**src/rtl/ped_request_if.sv**
```systemverilog
// rtl/ped_request_if.sv - button/served inputs and request outputs of the pedestrian front end
interface ped_request_if;
   logic       btn;
   logic       served;
   logic       Ped;
   logic       wait_lamp;
   logic       btn_clean;
   logic [7:0] press_cnt;

   modport master (
      output btn,
      output served,
      input  Ped,
      input  wait_lamp,
      input  btn_clean,
      input  press_cnt
   );

   modport slave (
      input  btn,
      input  served,
      output Ped,
      output wait_lamp,
      output btn_clean,
      output press_cnt
   );
endinterface

```
**src/rtl/ped_request.sv**
```systemverilog
// rtl/ped_request.sv - crosswalk button synchroniser, debouncer and request latch
// One request per clean press; held until the controller serves it, re-armed after service ends.
module ped_request #(
   parameter int DEB_CYCLES = 500000,
   parameter int CNT_W      = 20
) (
   input  logic          clock,
   input  logic          reset,
   ped_request_if.slave  bus
);

   typedef enum logic [1:0] {IDLE, PENDING, SERVING} state_t;

   localparam logic [CNT_W-1:0] DEB_LAST = CNT_W'(DEB_CYCLES - 1);

   logic             s1;
   logic             s2;
   logic             clean;
   logic             prev;
   logic [CNT_W-1:0] cnt;
   logic [7:0]       press_cnt;
   logic             press;
   logic             count_en;
   state_t           state;
   state_t           state_nxt;

   // Any sample matching the current clean level restarts the stability count.
   always_ff @(posedge clock) begin
      if (reset) begin
         s1    <= 1'b0;
         s2    <= 1'b0;
         cnt   <= '0;
         clean <= 1'b0;
         prev  <= 1'b0;
      end else begin
         s1   <= bus.btn;
         s2   <= s1;
         prev <= clean;
         if (s2 == clean) begin
            cnt <= '0;
         end else if (cnt == DEB_LAST) begin
            clean <= s2;
            cnt   <= '0;
         end else begin
            cnt <= cnt + 1'b1;
         end
      end
   end

   assign press = clean & ~prev;

   always_ff @(posedge clock) begin
      if (reset) begin
         state     <= IDLE;
         press_cnt <= 8'd0;
      end else begin
         state     <= state_nxt;
         press_cnt <= press_cnt + {7'd0, count_en};
      end
   end

   always_comb begin
      state_nxt = state;
      count_en  = 1'b0;
      case (state)
         IDLE: begin
            if (press) begin
               state_nxt = PENDING;
               count_en  = 1'b1;
            end
         end
         PENDING: begin
            if (bus.served) state_nxt = SERVING;
         end
         SERVING: begin
            if (!bus.served) state_nxt = IDLE;
         end
         default: state_nxt = IDLE;
      endcase
   end

   assign bus.Ped       = (state == PENDING);
   assign bus.wait_lamp = (state == PENDING);
   assign bus.btn_clean = clean;
   assign bus.press_cnt = press_cnt;

endmodule

```
**src/flat_wrapper.sv**
```systemverilog
// flat-port wrapper written by rule: the top's interface ports become plain ports
module ped_request_flat 
#(
   parameter int DEB_CYCLES = 500000,
   parameter int CNT_W      = 20
)
  (clock, reset, bus_btn, bus_served, bus_Ped, bus_wait_lamp, bus_btn_clean, bus_press_cnt);
  ped_request_if bus_i ();
  input  logic clock;
  input  logic reset;
  input wire logic [$bits(bus_i.btn)-1:0] bus_btn;
  input wire logic [$bits(bus_i.served)-1:0] bus_served;
  output wire logic [$bits(bus_i.Ped)-1:0] bus_Ped;
  output wire logic [$bits(bus_i.wait_lamp)-1:0] bus_wait_lamp;
  output wire logic [$bits(bus_i.btn_clean)-1:0] bus_btn_clean;
  output wire logic [$bits(bus_i.press_cnt)-1:0] bus_press_cnt;
  assign bus_i.btn = bus_btn;
  assign bus_i.served = bus_served;
  assign bus_Ped = bus_i.Ped;
  assign bus_wait_lamp = bus_i.wait_lamp;
  assign bus_btn_clean = bus_i.btn_clean;
  assign bus_press_cnt = bus_i.press_cnt;
  ped_request #(.DEB_CYCLES(DEB_CYCLES), .CNT_W(CNT_W)) u_core (.clock(clock), .reset(reset), .bus(bus_i));
endmodule
```
**config.mk**
```make
export PLATFORM = sky130hd
export DESIGN_NAME = ped_request_flat
export DESIGN_NICKNAME = d
export VERILOG_FILES = /design/src/rtl/ped_request_if.sv /design/src/rtl/ped_request.sv /design/src/flat_wrapper.sv
export SDC_FILE = /design/constraint.sdc
export NUM_CORES = 1
export LEC_CHECK = 0
export BUFFER_PORTS_ARGS = -buffer_cell sky130_fd_sc_hd__buf_2
export CELL_PAD_IN_SITES_DETAIL_PLACEMENT = 0
export CELL_PAD_IN_SITES_GLOBAL_PLACEMENT = 1
export CORE_UTILIZATION = 40
export DETAILED_ROUTE_END_ITERATION = 8
export PLACE_DENSITY = 0.8
export SYNTH_ARGS = -nofsm -noshare
export SYNTH_HDL_FRONTEND = slang
export SYNTH_SLANG_ARGS = --single-unit
export TNS_END_PERCENT = 10
```
**constraint.sdc**
```tcl
create_clock -name clock -period 1.6 [get_ports clock]
set_input_delay 0.24 -clock clock [delete_from_list [all_inputs] [get_ports clock]]
set_output_delay 0.24 -clock clock [all_outputs]
set_load 0.05 [all_outputs]
```
==> impl_summary.md <==
Synthesis
The post-synthesis average cell area is 9.73 um2. The dominant cell type by area after synthesis is sky130_fd_sc_hd__dfxtp_1. After technology mapping, the gate count stands at 150. When the netlist entered floorplanning its net count stood at 157. For this run, the leading register cell type out of synthesis is sky130_fd_sc_hd__dfxtp_1.

The share of synthesized registers carrying an async set or reset is 0%. The netlist area before placement is 0.00146 mm2. The total of warnings raised by yosys is 0. By area the synthesized netlist is led by sky130_fd_sc_hd__dfxtp_1 47%, sky130_fd_sc_hd__xnor2_1 7.2%, sky130_fd_sc_hd__nor2_1 6.7%, sky130_fd_sc_hd__xor2_1 6.6%, sky130_fd_sc_hd__nor2b_1 3.0%. The most instantiated library cell after synthesis is sky130_fd_sc_hd__dfxtp_1. Counting flops with a built-in enable in the synthesized netlist gives 0. Sequential elements use 46.6% of the synthesized area. The count of distinct cell types in the synthesized netlist is 31. Summed over its instances, the top area cell type makes up 46.6% of the synthesized netlist area. Counting instances in the post-synthesis netlist gives the leading cell types as 34 x sky130_fd_sc_hd__dfxtp_1, 26 x sky130_fd_sc_hd__nor2_1, 12 x sky130_fd_sc_hd__xnor2_1. The synthesized design contains 34 register bits.

Finish
For this run, the number of standard cells in the final layout without fillers is 243. Relative to the synthesized area, the layout overhead comes to 35.2%. The core occupancy in the finished layout is 57.8%. The fraction of layout cells with a size suffix above 1 is between 30% and 40%. The repair_antennas step left the layout with diodes totalling 0.

The finished layout cell area is 0.00197 mm2. For this run, the post-layout net count is slightly above 200.

Worst setup path
For the worst setup path, the data arrival time is 1.96 ns. STA classifies the critical path endpoint as a register. The signal on the critical path passes through nor4b_4 -> nand4_1 -> buf_4 -> nor4_4 -> mux2_4. The critical path data required time is 1.84 ns. The cell type group with the largest total delay on the critical path is simple AND/OR/NAND/NOR gates.

Along the worst path, the maximum fanout reaches 4. The delay of the slowest cell on the worst path is 0.36 ns. The library cell contributing the largest single delay on the critical path is sky130_fd_sc_hd__dfxtp_2. The type of the worst setup path is register to register. The number of buffers and inverters on the critical path is 1. STA classifies the critical path startpoint as a register.

Power and ir drop
The largest voltage drop on the vdd net is 0.000509 V. The total power consumption of the routed design is 1.67 mW. The total power divided by cell area is 845 mW/mm2. The standby leakage power is 0.773 nW.

Drt
After the first detailed-routing iteration, the DRC count stood at 51. The first detailed-routing pass took 4 iterations. The number of nets still failing antenna checks after routing is 0.

For this block, the via count after detailed routing is 1192. In the routed layout, each cell is associated on average with a via count of just under 5. Dividing the detail-routed wire length by the instance count gives between 10 and 15 um. In the routed design, unresolved DRC markers number 0. The sum of routed wire length over all layers is about 3000 um.

Clock tree
The clock passes through at most 2 buffers. The count of hold buffers inserted by post-cts repair is 0. The clock transition at the registers of the reported paths is 0.11 ns. TritonCTS built the clock tree. The clock net in this run drives a total of 34 sinks.

The later pin in the worst-skew pair is clocked with a latency of 0.34 ns. The clock root buffer is sky130_fd_sc_hd__clkbuf_4. The number of buffers inserted during clock tree synthesis is 5. The maximum level of the CTS H-tree is 2.

Outcome
The flow ran to the end, but the final reports show violations. The final reports fail on negative setup slack.

Timing
In this run the tightest slew margin relative to its limit is 76.4%. The fmax is 0.582 GHz. The final cycle utilization of the critical path is 107%. The number of pins with negative max-slew slack in the final report came to 0.

The count of endpoints failing setup in the final report is 19. The final worst-path setup slack is -0.119 ns. Setup repair after global routing could not meet its margin everywhere.

The number of endpoints with negative hold slack in the final report is 0. The worst hold slack is 0.0992 ns. In the final timing run, aggregate negative setup slack is -1.23 ns. The shortest clock period the worst path allows after layout is 1.72 ns. At the pin with the least slew margin, the transition time is ~0.35 ns. The clock skew is 0.00548 ns.

Floorplan
The overall die height is 62.4 um. The number of top-level design ports is 15. From left edge to right edge, the die measures 62.4 um. The starting density of the core is 42.7%. The floorplan has 21 rows. The die covers 0.00390 mm2. The area of the placeable core is 0.00342 mm2.

Global routing
The first global-routing pass estimated 5400 um of wire. The total overflow reported by the global router is 0. The all-layer global routing usage is between 10% and 20%. The number of antenna violations at the first check in global routing is 0.

The number of global-route vias before repair came to 1193. The maximum number of pins on one net before global-route repair is 17.

Place
Prior to clock tree synthesis, the placed netlist has a worst setup slack of -0.122 ns. The cell area after placement is 0.00175 mm2. Buffers placed on the I/O ports in this run total 14. The number of cells after detailed placement is 230. The routability-driven placement congestion ratio is 0.749. The detailed-placement wirelength estimate is 2050 um.

Run
Max-cap violations in this run came to 0.

Worst hold path
The tightest min-delay check is of the input port to register type.
state kept, by name, summed over array words and instances (netlist names):
| name | count |
|---|---|
| u_core.bus.press_cnt | 8 |
| u_core.s2 | 1 |
| u_core.s1 | 1 |
| u_core.state | 2 |
| u_core.bus.btn_clean | 1 |
| u_core.cnt | 20 |
| u_core.prev | 1 |
worst paths after layout:
| kind | from | end | slack [ns] | cells past startpoint |
|---|---|---|---|---|
| setup / recovery | u_core.cnt[10] | u_core.bus.btn_clean | -0.12 | 5 |
| hold / removal | bus_btn | u_core.s1 | 0.1 | 2 |
| setup reg to reg | u_core.cnt[10] | u_core.bus.btn_clean | -0.12 | 5 |
| hold reg to reg | u_core.s1 | u_core.s2 | 0.45 | 1 |
cell families (layout without fill, tap and decap cells):
logic type	after synthesis	count (layout)	synth area share (%)
xor+xnor	23	23	13.8
flops	34	34	46.6
simple gates	75	75	29.2
mux	2	2	1.46
compound gates	7	7	4.03
buf+inv	6	53	2.31
fa+ha+maj	3	3	2.57
power by group:
| part | leakage, nW | internal (mW) | switching [mW] |
|---|---|---|---|
| clock | 0.0554 | 0.489 | 0.307 |
| sequential | 0.278 | 0.849 | 0.00124 |
| combinational | 0.440 | 0.0101 | 0.0133 |
| total | 0.773 | 1.35 | 0.322 |
per-layer routing:
metal | wire length (um) | GRT usage (%) | share of wire (%)
met1 | 1360 | 22.2 | 45
met2 | 1430 | 26.9 | 48
met3 | 108 | 6.93 | 3.6
met4 | 87 | 8.14 | 2.9
met5 | 0 | 0 | 0
cell usage in the layout (no fill, tap or decap), drive strengths merged, types with 3 or more instances in the layout:
| master | n |
|---|---|
| a21oi | 3 |
| nor4b | 4 |
| nand2 | 5 |
| clkbuf | 5 |
| ha | 3 |
| dfxtp | 34 |
| nor2b | 7 |
| xnor2 | 12 |
| and3 | 3 |
| nand4 | 6 |
| nand3 | 9 |
| nor2 | 26 |
| xor2 | 11 |
| nor4 | 4 |
| buf | 42 |
| nor3 | 4 |
| inv | 3 |
layout make-up:
type                            instances  area [um2]
Clock buffer                            5        37.5
Clock inverter                          3        68.8
Fill cell                             304        1440
Inverter                                3        11.3
Multi-Input combinational cell        110         826
Sequential cell                        34         689
Tap cell                               46        57.6
Timing Repair Buffer                   42         284
repair_timing:
item                                    CTS  global route
gates resized for setup                  12             5
setup buffers                             5             0
pin swaps                                17             4
endpoints found under the setup margin   20            24
Power figures use the tool's default switching activity.
